$ cat config.mk
export PLATFORM = sky130hd
export DESIGN_NAME = led_pattern_sequencer
export DESIGN_NICKNAME = d
export VERILOG_FILES = /design/src/rtl/led_pattern_sequencer.sv
export SDC_FILE = /design/constraint.sdc
export NUM_CORES = 1
export LEC_CHECK = 0
export ABC_CLOCK_PERIOD_IN_PS = 3610
export BUFFER_PORTS_ARGS = -buffer_cell sky130_fd_sc_hd__buf_2
export CAP_MARGIN = 20
export CORE_MARGIN = 3
export CORE_UTILIZATION = 42
export DETAILED_ROUTE_END_ITERATION = 8
export SYNTH_ARGS = -nofsm -noshare
export SYNTH_HDL_FRONTEND = slang
export SYNTH_SLANG_ARGS = --single-unit
$ cat constraint.sdc
create_clock -name clk -period 3.61 [get_ports clk]
set_input_delay 0.5415 -clock clk [delete_from_list [all_inputs] [get_ports clk]]
set_output_delay 0.5415 -clock clk [all_outputs]
set_load 0.01 [all_outputs]
$ cat src/rtl/led_pattern_sequencer.sv
// Drives four user LEDs in blink, running-light, breathing (PWM) or off mode.
// A debounced push-button steps through the modes; a prescaler paces the patterns.
module led_pattern_sequencer #(
    parameter int TICK_DIV    = 25000000,
    parameter int DEB_CYCLES  = 1000000,
    parameter int PWM_BITS    = 8,
    parameter int BREATHE_DIV = 100000
) (
    input  logic       clk,
    input  logic       rst_n,
    input  logic       key_n,
    output logic [3:0] led,
    output logic [1:0] mode,
    output logic       step_tick
);
    localparam int TICK_W = $clog2(TICK_DIV);
    localparam int DEB_W  = $clog2(DEB_CYCLES);
    localparam int BR_W   = $clog2(BREATHE_DIV);

    localparam logic [1:0] MODE_BLINK   = 2'd0;
    localparam logic [1:0] MODE_RUN     = 2'd1;
    localparam logic [1:0] MODE_BREATHE = 2'd2;
    localparam logic [1:0] MODE_OFF     = 2'd3;

    localparam logic DIR_UP   = 1'b0;
    localparam logic DIR_DOWN = 1'b1;

    localparam logic [PWM_BITS-1:0] DUTY_MAX = '1;

    logic                sync1_q, sync1_d;
    logic                sync2_q, sync2_d;
    logic                key_state_q, key_state_d;
    logic [DEB_W-1:0]    deb_cnt_q, deb_cnt_d;
    logic                key_press_q, key_press_d;
    logic [1:0]          mode_q, mode_d;
    logic [TICK_W-1:0]   tick_cnt_q, tick_cnt_d;
    logic [3:0]          pattern_q, pattern_d;
    logic [PWM_BITS-1:0] duty_q, duty_d;
    logic                dir_q, dir_d;
    logic [PWM_BITS-1:0] pwm_cnt_q, pwm_cnt_d;
    logic [BR_W-1:0]     br_cnt_q, br_cnt_d;
    logic [3:0]          led_q, led_d;

    assign step_tick = (tick_cnt_q == TICK_W'(TICK_DIV - 1));

    // A new key level is accepted only after it has differed from the accepted level for DEB_CYCLES cycles.
    always_comb begin
        sync1_d     = key_n;
        sync2_d     = sync1_q;
        key_state_d = key_state_q;
        deb_cnt_d   = '0;
        if (sync2_q != key_state_q) begin
            if (deb_cnt_q == DEB_W'(DEB_CYCLES - 1)) begin
                key_state_d = sync2_q;
            end else begin
                deb_cnt_d = deb_cnt_q + 1'b1;
            end
        end
        key_press_d = key_state_q & ~key_state_d;
    end

    always_comb begin
        mode_d     = mode_q;
        tick_cnt_d = step_tick ? '0 : tick_cnt_q + 1'b1;
        pattern_d  = pattern_q;
        duty_d     = duty_q;
        dir_d      = dir_q;
        pwm_cnt_d  = pwm_cnt_q + 1'b1;
        br_cnt_d   = br_cnt_q;
        if (key_press_q) begin
            // Mode change restarts every timebase, so a coincident step is dropped.
            mode_d     = mode_q + 2'd1;
            tick_cnt_d = '0;
            br_cnt_d   = '0;
            pwm_cnt_d  = '0;
            duty_d     = '0;
            dir_d      = DIR_UP;
            pattern_d  = (mode_d == MODE_RUN) ? 4'b0001 : 4'b0000;
        end else begin
            case (mode_q)
                MODE_BLINK: begin
                    if (step_tick) pattern_d = ~pattern_q;
                end
                MODE_RUN: begin
                    if (step_tick) pattern_d = {pattern_q[2:0], pattern_q[3]};
                end
                MODE_BREATHE: begin
                    if (br_cnt_q == BR_W'(BREATHE_DIV - 1)) begin
                        br_cnt_d = '0;
                        if (dir_q == DIR_UP) begin
                            if (duty_q == DUTY_MAX) begin
                                dir_d  = DIR_DOWN;
                                duty_d = duty_q - 1'b1;
                            end else begin
                                duty_d = duty_q + 1'b1;
                            end
                        end else begin
                            if (duty_q == '0) begin
                                dir_d  = DIR_UP;
                                duty_d = PWM_BITS'(1);
                            end else begin
                                duty_d = duty_q - 1'b1;
                            end
                        end
                    end else begin
                        br_cnt_d = br_cnt_q + 1'b1;
                    end
                end
                default: pattern_d = 4'b0000;
            endcase
        end
    end

    always_comb begin
        case (mode_q)
            MODE_BLINK, MODE_RUN: led_d = pattern_q;
            MODE_BREATHE:         led_d = {4{pwm_cnt_q < duty_q}};
            default:              led_d = 4'b0000;
        endcase
    end

    always_ff @(posedge clk or negedge rst_n) begin
        if (!rst_n) begin
            sync1_q     <= 1'b1;
            sync2_q     <= 1'b1;
            key_state_q <= 1'b1;
            deb_cnt_q   <= '0;
            key_press_q <= 1'b0;
            mode_q      <= MODE_BLINK;
            tick_cnt_q  <= '0;
            pattern_q   <= 4'b0000;
            duty_q      <= '0;
            dir_q       <= DIR_UP;
            pwm_cnt_q   <= '0;
            br_cnt_q    <= '0;
            led_q       <= 4'b0000;
        end else begin
            sync1_q     <= sync1_d;
            sync2_q     <= sync2_d;
            key_state_q <= key_state_d;
            deb_cnt_q   <= deb_cnt_d;
            key_press_q <= key_press_d;
            mode_q      <= mode_d;
            tick_cnt_q  <= tick_cnt_d;
            pattern_q   <= pattern_d;
            duty_q      <= duty_d;
            dir_q       <= dir_d;
            pwm_cnt_q   <= pwm_cnt_d;
            br_cnt_q    <= br_cnt_d;
            led_q       <= led_d;
        end
    end

    assign led  = led_q;
    assign mode = mode_q;

endmodule

# Yosys cells after proc, flatten, opt, wreduce, memory -nomap -nowiden
# Cells that the tools add are included.
totals:
  in_bits: 3
  latch_bits: 0
  mem_count: 0
  ramBits: 0
  out_inout_bits: 7
  elab_cells: 70
  register_bits: 93
  romBits: 0
op_classes:
  div_mod_pow: 0
  n_mux: 28
  n_eq_ne: 11
  order_cmp: 1
  bitwise_logic: 3
  shifts: 0
  n_reduce_logical: 7
  addsub: 7
  multipliers: 0
op_table:
  columns: ["op", "count"]
  rows:
  - ["8-bit two-way mux", 7]
  - ["17-bit two-way mux", 3]
  - ["25-bit two-way mux", 2]
  - ["20-bit two-way mux", 2]
  - ["25-bit by 1-bit adder with 25-bit output (second input constant)", 1]
  - ["25-bit equality test (second input constant)", 1]
  - ["20-bit by 1-bit adder with 20-bit output (second input constant)", 1]
  - ["20-bit equality test (second input constant)", 1]
  - ["17-bit by 1-bit adder with 17-bit output (second input constant)", 1]
  - ["17-bit equality test (second input constant)", 1]
  - ["8-bit by 1-bit adder with 8-bit output (second input constant)", 2]
  - ["4-bit two-way mux", 3]
  - ["4-bit case mux with 3 select lines", 1]
  - ["1-bit two-way mux", 9]
  - ["8-bit equality test (second input constant)", 1]
  - ["8-bit zero test", 1]
  - ["8-bit less-than comparator", 1]
  - ["4-bit case mux with 2 select lines", 1]
  - ["8-bit by 1-bit subtractor with 8-bit output (second input constant)", 1]
  - ["3-bit != test (second input constant)", 2]
  - ["2-bit by 1-bit equality test with 1-bit output (second input constant)", 2]
  - ["4-bit NOT", 1]
  - ["2-bit nonzero test", 2]
  - ["3-bit AND reduction", 1]
  - ["9 further kinds", 9]

# Logic depth before layout (Yosys ltp)
# Gate-level depths: netlist of the first run.
logic_depth:
  word_depth: 6
  ltp_mapped: 8
  depth_no_buf: 7

# Least setup slack after synthesis of the first run
# OpenSTA, ideal clock, no wires.
synth_path:
  path_kind: "reg2out"
  start: "reg tick_cnt_q[15]"
  end: "out step_tick"
  path_stages_with_launch: 5
  t_arrival_ns: 1.312
  path_slack_ns: 1.756
  n_path_buf: 0
  t_required_ns: 3.069
  path_cell_list: "dfrtp_1 > nor4b_2 > nand4b_1 > or3_4 > inv_1"
synth_between:
  elab_chain_len: 1
synth_lines:
  columns: ["item", "line", "text"]
  rows:
  - ["start, declared", "36", "logic [TICK_W-1:0] tick_cnt_q, tick_cnt_d;"]
  - ["start signal, assigned", "144", "tick_cnt_q <= tick_cnt_d;"]
  - ["25-bit equality test", "44", "assign step_tick = (tick_cnt_q == TICK_W'(TICK_DIV - 1));"]
  - ["end, declared", "14", "output logic step_tick"]
# Every way passes these cells.

# Worst setup path in the final report of the first run
layout_path:
  start: "reg mode_q[0] (netlist: mode[0])"
  end: "reg duty_q[4]"
layout_between:
  elab_chain_len: 3
layout_lines:
  columns: ["item", "line", "text"]
  rows:
  - ["start, declared", "35", "logic [1:0] mode_q, mode_d;"]
  - ["start signal, assigned", "143", "mode_q <= mode_d;"]
  - ["2-bit equality test", "80", "case (mode_q)"]
  - ["2-bit nonzero test (no source line)", null, null]
  - ["2-bit AND reduction (no source line)", null, null]
  - ["end signal, assigned", "146", "duty_q <= duty_d;"]
  - ["end, declared", "38", "logic [PWM_BITS-1:0] duty_q, duty_d;"]
# Every way passes these cells.
# A chain may end at the register's enable or synchronous reset.

==> results of run 1 <==
## power by group
group / switching (W) / total (W) / leakage, nW / internal [W]
combinational: 0.0000261 / 0.0000319 / 0.943 / 0.00000577
clock: 0.000416 / 0.00106 / 0.154 / 0.000645
sequential: 0.00000330 / 0.00105 / 1.26 / 0.00105
## cell type report
cell class	count	area [sq um]
repair buffers	12	70.1
clock inverters	5	82.6
flip-flops and latches	93	2330
multi-input cells	388	2500
well taps	143	179
inverters	23	86.3
fillers	1070	6010
clock buffers	11	253
## synthesized netlist by cell type (3+ instances only)
cell type  number  area (sq um)
a21oi_1        16          80.1
a2bb2oi_1       3          26.3
a31oi_1         3          18.8
and2_1          3          18.8
and3_1         10          62.6
and4_1          5          43.8
buf_2           3          15.0
buf_4           4          30.0
clkbuf_1       10          37.5
dfrtp_1        90          2250
dfstp_2         3          78.8
ha_1           18           225
inv_1          23          86.3
nand2_1        29           109
nand3_1        28           140
nand3b_1        3          22.5
nand4_1        17           106
nand4b_1        4          35.0
nor2_1         82           308
nor2b_1         5          31.3
nor3_1         13          65.1
nor4_1         10          62.6
nor4b_2         3          45.0
o21ai_0        17          85.1
or2_2           3          18.8
or3_1           9          56.3
xnor2_1        40           350
xor2_1         22           193
## flip-flops by register name (all words and copies together) (netlist names)
name / flops
deb_cnt_q: 20
dir_q: 1
pwm_cnt_q: 8
key_press_q: 1
tick_cnt_q: 25
key_state_q: 1
mode: 2
sync1_q: 1
br_cnt_q: 17
pattern_q: 4
led: 4
duty_q: 8
sync2_q: 1
## cell families after synthesis
logic type / count (synthesis) / share of synthesized area, %
buffers and inverters: 40 / 3.38
AOI/OAI and AO/OA: 60 / 7.63
xor gates and xnor gates: 62 / 10.9
and+or+nand+nor: 244 / 26.2
DFF: 93 / 46.6
muxes: 4 / 0.850
adders and majority gates: 18 / 4.50
## routing by layer
layer / up-vias / wire length [um] / global-route usage [%]
met5: - / 0 / 0
met4: 0 / 228 / 8.06
met3: 13 / 250 / 2.74
met2: 60 / 4630 / 25.7
met1: 1827 / 4890 / 21.8
li1: 1834 / - / -
## worst max-delay path, delay by kind of cell, from the launching register on
family,cells,cell delay (ns)
DFF,1,0.43
and+or+nand+nor,1,0.68
adders and majority gates,1,0.61
AOI/OAI and AO/OA,2,0.41
buffers and inverters,2,0.40
## worst paths after layout
| check | from | endpoint | slack [ns] | cells past startpoint |
|---|---|---|---|---|
| min in group clk | key_n | sync1_q$_DFF_PN1_ | 0.29 | 1 |
| hold / removal | rst_n | br_cnt_q[13]$_DFFE_PN0P_ | 0.24 | 1 |
| max in group asynchronous | rst_n | br_cnt_q[3]$_DFFE_PN0P_ | 2.60 | 2 |
| hold reg to reg | sync1_q$_DFF_PN1_ | sync2_q$_DFF_PN1_ | 0.36 | 0 |
| setup reg to reg | mode[0]$_DFFE_PN0P_ | duty_q[4]$_DFFE_PN0P_ | 1.01 | 6 |
| setup / recovery | mode[0]$_DFFE_PN0P_ | duty_q[4]$_DFFE_PN0P_ | 1.01 | 6 |
## metrics by stage
stage          util (%)  std cells  power [W]
2_1_floorplan         -        521    0.00108
3_3_place_gp       44.9        659    0.00110
3_5_place_dp       44.9        659    0.00110
4_1_cts            47.8        675    0.00218
5_1_grt            47.8        675    0.00221
6_report           47.8        675    0.00214
## placed cells by master (no fill, tap or decap), types with 3 or more instances in the layout
master | synthesis | routed
nand2_1 | 29 | 29
nor3_1 | 13 | 13
nor2_1 | 82 | 82
a21oi_1 | 16 | 16
nand4_1 | 17 | 17
ha_1 | 18 | 18
buf_2 | 3 | 8
nor4b_2 | 3 | 3
and2_1 | 3 | 3
o21ai_0 | 17 | 17
inv_1 | 23 | 23
and3_1 | 10 | 10
dfrtp_1 | 90 | 90
clkbuf_16 | 0 | 9
nand3_1 | 28 | 28
nor4_1 | 10 | 10
nor2b_1 | 5 | 5
a2bb2oi_1 | 3 | 3
a31oi_1 | 3 | 3
or3_1 | 9 | 9
dfstp_2 | 3 | 3
or2_2 | 3 | 3
nand3b_1 | 3 | 3
buf_4 | 4 | 4
nand4b_1 | 4 | 4
xnor2_1 | 40 | 40
xor2_1 | 22 | 22
and4_1 | 5 | 5
clkinvlp_4 | 0 | 3
==> flow_summary.ini, run 1 <==
[global_route]
overflow = 0
grt.total_usage_pct = 16.3
grt_max_degree = 55
antenna_found_initial = 0
grt_pass1_vias = 3700
grt_pass1_wl_mm = 17.4

[die]
start_util_pct = 43.4
die_y_um = 115
rows = 39
die_area_sq_um = 13300
chipWidth_um = 115
core_area_sq_um = 11500
num_io_pins = 10

[synthesis]
synth_seq_cells = 93
seq_area_frac_synth_pct = 46.6
synthCells = 521
synthArstFlopShare_pct = 100
syn_area_per_cell_sq_um = 9.60
yosys_warnings = 0
syn_nets = 542
ys.flop_type = dfrtp_1
synth_edf_count = 0
syn_area_sq_um = 5000
yosys.cell_types.count = 61

[timing]
fin_crit_sh_pct = 72.0
finalSetupTns_ns = 0
clock.fmax_mhz = 385
slew_violations = 0
fin_skew_ns = 0.00414
holdWs_ns = 0.242
rsz0062_at_grt = no
hold_viol_final = 0
worst_slew_pin_slew_ns = 0.946
maxSlewHeadroom_pct = 36.9
setup_slack_ns = 1.01
finalSetupViolCount = 0
fin_crit_ns = 2.60

[clock_tree]
numCtsBuffers = 9
post_cts_buffers = 0
cts_tree = built
cts_resized = 0
cts.clk_slew.worst_paths_ns = 0.07
clkLatencyLatePin_ns = 0.34
cts_buffer_depth = 2
cts_sinks = 93
cts_root_buf = clkbuf_16
ctsHtreeMaxLevel = 3
hold_buffers = 0

[layout]
nNetsFinal = 548
stdcell_area_sq_um = 5510
drive_above_1_share_pct = 9.59
n_antenna_cell = 0
syn_to_final_growth_pct = 10.0

[critical_path]
slowest_delay_ns = 0.68
startpoint_type = register
critPathMaxFanout = 22
criticalPathCategory = reg -> reg
required_ns = 3.88
crit_path_top_delay_cell = nor4b_2
worst_setup_path_end_kind = register
crit_chain = inv_1 -> ha_1 -> inv_1 -> nor4b_2 -> o311ai_0 -> o21ai_0
cp_common_cell = inv_1
critical_path_arrival_ns = 2.87

[flow_run]
drv_cap = 0

[min_path]
hp-class = in -> async

[routing]
ant_nets = 0
drtIter0Drc = 206
viasPerCell = 5.53
drt-total-wl_mm = 9.99
vias = 3734
wire_per_inst_um = 14.8
drt_first_pass_iters = 4
drc = 0

[place]
dp.final_hpwl_mm = 6.68
pre_cts_ws_ns = 1.07
dpl_cell_area_sq_um = 5170
io_buffer_count = 9
gp_congestion = 0.827

[run_status]
status = finished clean

[power]
peakVddDrop_mv = 0.215
p_leak_nw = 2.35
power.density_nw_per_um2 = 389
Note: power is estimated with default switching activity, not from simulation.
==> run 2: changes to the inputs <==
Settings changed: ABC_AREA set to 1, ABC_CLOCK_PERIOD_IN_PS 3610 to 2620.
Clock period 3.61 ns to 2.62 ns, I/O delays scaled along.
==> run 2 against run 1 <==
Net effect:
- global-route usage rose by 2.0 points
- synthesized cell count rose by 51%
- die area rose by 11%
- register-to-register slack got worse by 0.35 ns
- utilization rose by 0.34 points
- final area rose by 12%
- sequential share of layout area fell by 4.6 points
- wire length rose by 28%
- via count rose by 34%
- first-iteration DRC count rose by 65%
- clock skew rose by 0.0029 ns
- synthesized area rose by 12%
==> flow_summary.ini, run 2 <==
[run_status]
status = finished clean

[layout]
fin_util_pct = 48.1
syn_to_final_growth_pct = 10.4
top_regs = tick_cnt_q x25, deb_cnt_q x20, br_cnt_q x17
seq_area_sq_um = 2330
drive_above_1_share_pct = 7.20
mostFrequentLayoutCells = nand2_1, nor2_1, inv_1, dfrtp_1, nand3_1
final_common_cell = nand2_1
multi_input_area_sq_um = 2840
n_antenna_cell = 0
fillCellCount = 1286
largest_register_ff_count = 25
nNetsFinal = 822
largest-register = tick_cnt_q

[critical_path]
required_ns = 2.23
criticalPathCategory = reg -> out
critical_path_arrival_ns = 2.00
r2r_slack_ns = 0.66
worst_setup_path_end_kind = output port
startpoint_type = register
critPathMaxFanout = 6

[flow_run]
drv_cap = 0

[synthesis]
synthArstFlopShare_pct = 100
synth_most_common_cell = nand2_1
yosys_warnings = 0
synth_seq_cells = 93
synth_edf_count = 0
seq_area_frac_synth_pct = 41.7
synthCells = 786
yosys.cell_types.count = 34
syn_nets = 807
syn_area_sq_um = 5590
yosysTopAreaCell = dfrtp_1
synth_top_area_share_pct = 40.3
synth_area_leaders = dfrtp_1, nand2_1, nor2_1, inv_1, nand3_1
syn_area_per_cell_sq_um = 7.12
ys.flop_type = dfrtp_1
synth_common_cells = nand2_1, nor2_1, inv_1, dfrtp_1, nand3_1

[clock_tree]
ctsHtreeMaxLevel = 3
clkLatencyLatePin_ns = 0.35
cts_buffer_depth = 2
cts_sinks = 93
cts_root_buf = clkbuf_16
numCtsBuffers = 9
hold_buffers = 0
cts_tree = built
cts.clk_slew.worst_paths_ns = 0.06

[timing]
worst_slew_pin_slew_ns = 0.894
clock.fmax_mhz = 418
fin_skew_ns = 0.00700
slew_violations = 0
hold_viol_final = 0
fin_crit_sh_pct = 91.3
rsz0062_at_grt = no
finalSetupTns_ns = 0
finalSetupViolCount = 0
maxSlewHeadroom_pct = 40.4
fin_crit_ns = 2.39

[power]
power.density_nw_per_um2 = 469
p_leak_nw = 2.92
peakVddDrop_mv = 0.371

[routing]
viasPerCell = 5.11
wire_per_inst_um = 13.1
drc = 0
drtIter0Drc = 340
drt_first_pass_iters = 5
ant_nets = 0
drt-total-wl_mm = 12.8
vias = 4993

[die]
chipWidth_um = 121
core_area_sq_um = 12800
num_io_pins = 10
die_area_sq_um = 14700
rows = 41
die_y_um = 121
start_util_pct = 43.6

[place]
gp_congestion = 0.858
dp.final_hpwl_mm = 9.50
io_buffer_count = 9

[global_route]
grt_max_degree = 71
grt_pass1_wl_mm = 21.7
overflow = 0
grt_pass1_vias = 4650
grt.total_usage_pct = 18.3
antenna_found_initial = 0

[min_path]
hp-class = in -> reg
## run 2: final timing paths
check,startpoint,to,depth (start not counted)
hold reg to reg,sync1_q$_DFF_PN1_,sync2_q$_DFF_PN1_,0
setup / recovery,tick_cnt_q[0]$_DFF_PN0_,step_tick,8
hold / removal,key_n,sync1_q$_DFF_PN1_,1
min in group asynchronous,rst_n,br_cnt_q[13]$_DFFE_PN0P_,1
max in group asynchronous,rst_n,tick_cnt_q[17]$_DFF_PN0_,2
setup reg to reg,mode[0]$_DFFE_PN0P_,br_cnt_q[5]$_DFFE_PN0P_,7
## run 2: report_power, final
| group | internal, W | total (W) | leakage, nW | switching [W] |
|---|---|---|---|---|
| logic | 0.00000956 | 0.0000480 | 1.50 | 0.0000385 |
| registers | 0.00144 | 0.00145 | 1.26 | 0.00000372 |
| clock network | 0.000847 | 0.00140 | 0.159 | 0.000557 |
| total | 0.00230 | 0.00290 | 2.92 | 0.000599 |
## run 2: repair_timing
| action | CTS | global route |
|---|---|---|
| resized for setup | 0 | 1 |
| setup buffers | 0 | 0 |
| endpoints found under the setup margin | 0 | 1 |
## run 2: metrics by stage
| step | instances | power (W) | instance area (sq um) | hold WS [ns] | worst slack [ns] |
|---|---|---|---|---|---|
| 5_1_grt | 978 | 0.00300 | 6170 | 0.136 | 0.0410 |
| 3_3_place_gp | 962 | 0.00152 | 5850 | 0.346 | 0.607 |
| 3_5_place_dp | 962 | 0.00152 | 5850 | 0.348 | 0.550 |
| 4_1_cts | 978 | 0.00294 | 6170 | 0.132 | 0.167 |
| 2_1_floorplan | 786 | 0.00148 | 5590 | 0.0974 | 0.691 |
| 6_report | 978 | 0.00290 | 6170 | 0.145 | 0.229 |
## run 2: final cells by class
cell class,instances,share of cell area (%)
multi-input combinational,583,46.0
sequential,93,37.8
inverter,99,6.02
clock buffer,14,4.60
tap,172,3.49
timing repair buffer,15,1.50
clock inverter,2,0.628
## run 2: kinds of logic after synthesis
kind of cell             share of synthesized area (%)
AO/OA/AOI/OAI                                     5.37
XOR/XNOR                                          4.23
adder cells (fa/ha/maj)                           4.03
buffers and inverters                             7.63
flip-flops                                        41.7
AND/OR/NAND/NOR                                   37.1
## run 2: per-layer routing
metal  track usage (%)  routed length, um  up-vias
li1                  -                  -     2530
met1              23.9               6070     2342
met2              30.1               5990      104
met3              4.76                536       17
met4              5.11                189        0
met5                 0                  0        -
## run 2: worst max-delay path, cell delays in order (launching register included)
cell	delay, ns
dfrtp_1	0.42
ha_1	0.24
nand2_1	0.10
nor2_2	0.13
nand2_1	0.12
nor2_4	0.15
inv_1	0.07
nor4_1	0.25
buf_2	0.18
==> run 3: changes to the inputs <==
Settings changed: CELL_PAD_IN_SITES_DETAIL_PLACEMENT set to 1, CELL_PAD_IN_SITES_GLOBAL_PLACEMENT set to 2, CORE_UTILIZATION 42 to 37, PLACE_DENSITY_LB_ADDON set to 0.1.
==> run 3 against run 2 <==
Net effect:
- register-to-register slack lost 0.03 ns
- hold slack worse by 0.010 ns
- die area increased by 13%
- worst setup slack worse by 0.013 ns
- final cell count increased by 1.3%
- utilization is 5.9 points lower
==> flow_summary.ini, run 3 (synthesis gave the netlist of run 2 again) <==
[clock_tree]
post_cts_buffers = 0
cts.clk_slew.worst_paths_ns = 0.07
numCtsBuffers = 9
ctsHtreeMaxLevel = 3
cts_buffer_depth = 2
cts_root_buf = clkbuf_16
cts_sinks = 93
cts_tree = built
clkLatencyLatePin_ns = 0.35

[place]
gp_congestion = 0.867
dp.final_hpwl_mm = 11.6
io_buffer_count = 9
dp.cells = 974

[die]
die_y_um = 129
start_util_pct = 38.2
num_io_pins = 10
chipWidth_um = 129
die_area_sq_um = 16600
rows = 44
core_area_sq_um = 14600

[power]
total_power_w = 0.00286
power.density_nw_per_um2 = 463
p_leak_nw = 2.91
peakVddDrop_mv = 0.266

[routing]
ant_nets = 0
wire_per_inst_um = 15.5
drt-total-wl_mm = 15.4
drtIter0Drc = 258
viasPerCell = 5.20
drc = 0
drt_first_pass_iters = 4
vias = 5151

[layout]
largest-register = tick_cnt_q
fin_util_pct = 42.3
n_antenna_cell = 0
syn_to_final_growth_pct = 10.7
largest_register_ff_count = 25
final_common_cell = nand2_1
fillCellCount = 1876
fin_cells = 991
seq_area_sq_um = 2330
nNetsFinal = 823
multi_input_area_sq_um = 2840
mostFrequentLayoutCells = nand2_1, nor2_1, inv_1, dfrtp_1, nand3_1
top_regs = tick_cnt_q x25, deb_cnt_q x20, br_cnt_q x17
drive_above_1_share_pct = 7.43

[timing]
rsz0062_at_grt = no
finalSetupTns_ns = 0
slew_violations = 0
clock.fmax_mhz = 416
finalSetupViolCount = 0
hold_viol_final = 0
fin_crit_sh_pct = 91.8
fin_skew_ns = 0.00866
maxSlewHeadroom_pct = 67.5
fin_crit_ns = 2.40
worst_slew_pin_slew_ns = 0.487

[global_route]
grt_pass1_vias = 5368
overflow = 0
grt.total_usage_pct = 19.6
grt_max_degree = 45
grt_pass1_wl_mm = 26.2
antenna_found_initial = 0

[critical_path]
r2r-end = br_cnt_q[5]$_DFFE_PN0P_
r2r_cells = 6
worstSetupStartpoint = tick_cnt_q[0]$_DFF_PN0_
crit_end = step_tick
criticalPathCategory = reg -> out
r2r_slack_ns = 0.63
startpoint_type = register
critPathMaxFanout = 6
r2r_start = mode[0]$_DFFE_PN0P_
worst_setup_path_end_kind = output port
required_ns = 2.23
critical_path_arrival_ns = 2.01

[min_path]
hp-class = in -> reg

[flow_run]
drv_cap = 0

[run_status]
status = finished clean
-- run 3: changes by cell type in the layout (fill, tap and decap cells not counted) --
cell / previous run / this run
buf_4: 7 / 6
inv_6: 0 / 1
clkbuf_8: 4 / 0
clkinvlp_4: 0 / 1
ha_1: 18 / 17
clkbuf_1: 1 / 0
clkinv_4: 1 / 2
clkinv_2: 0 / 2
ha_2: 0 / 1
dlygate4sd3_1: 0 / 1
buf_12: 0 / 1
-- run 3: where the power goes --
group          switching, W  internal, W  total [W]
Clock              0.000624     0.000744    0.00137
Sequential       0.00000335      0.00144    0.00144
Combinational     0.0000400    0.0000125  0.0000525
-- run 3: worst max-delay path, cell delays in order, from the launching register on --
cell and delay (ns):
dfrtp_1 0.43, ha_2 0.25, nand2_1 0.09, nor2_2 0.13, nand2_1 0.12, nor2_4 0.15
inv_1 0.07, nor4_1 0.25, buf_2 0.17
-- run 3: worst min-delay path by stage --
stage | start | end | slack, ns | cells after the start
6_report | key_n | sync1_q$_DFF_PN1_ | 0.13 | 1
5_1_grt | key_n | sync1_q$_DFF_PN1_ | 0.13 | 1
4_1_cts | key_n | sync1_q$_DFF_PN1_ | 0.12 | 1
3_5_place_dp | rst_n | br_cnt_q[13]$_DFFE_PN0P_ | 0.32 | 1
3_3_place_gp | rst_n | br_cnt_q[13]$_DFFE_PN0P_ | 0.31 | 1
2_1_floorplan | rst_n | br_cnt_q[0]$_DFFE_PN0P_ | 0.1 | 0
-- run 3: cell type report --
type | count | area share, %
multi-input combinational | 583 | 45.9
sequential | 93 | 37.7
inverter | 99 | 6.00
tap | 184 | 3.72
clock buffer | 9 | 3.64
timing repair buffer | 16 | 1.86
clock inverter | 7 | 1.19
-- run 3: layer usage --
metal / vias to the layer above / track usage, % / wire [um]
met5: - / 0 / 0
met4: 0 / 7.10 / 329
met3: 23 / 2.12 / 297
met2: 53 / 33.4 / 7550
met1: 2544 / 25.8 / 7230
li1: 2531 / - / -
-- run 3: repair_timing --
action                                  CTS  global route
hold buffers                              1             0
hold endpoints to repair                 20             0
resized for setup                         0             2
endpoints found under the setup margin    0             1
-- run 3: per-stage QoR --
step,setup WS (ns),cell area [sq um],hold WS [ns]
finish,0.216,6190,0.135
global placement,0.552,5870,0.313
global route,0.0242,6190,0.131
CTS,0.115,6180,0.123
floorplan,0.691,5590,0.0974
detailed placement,0.502,5870,0.320
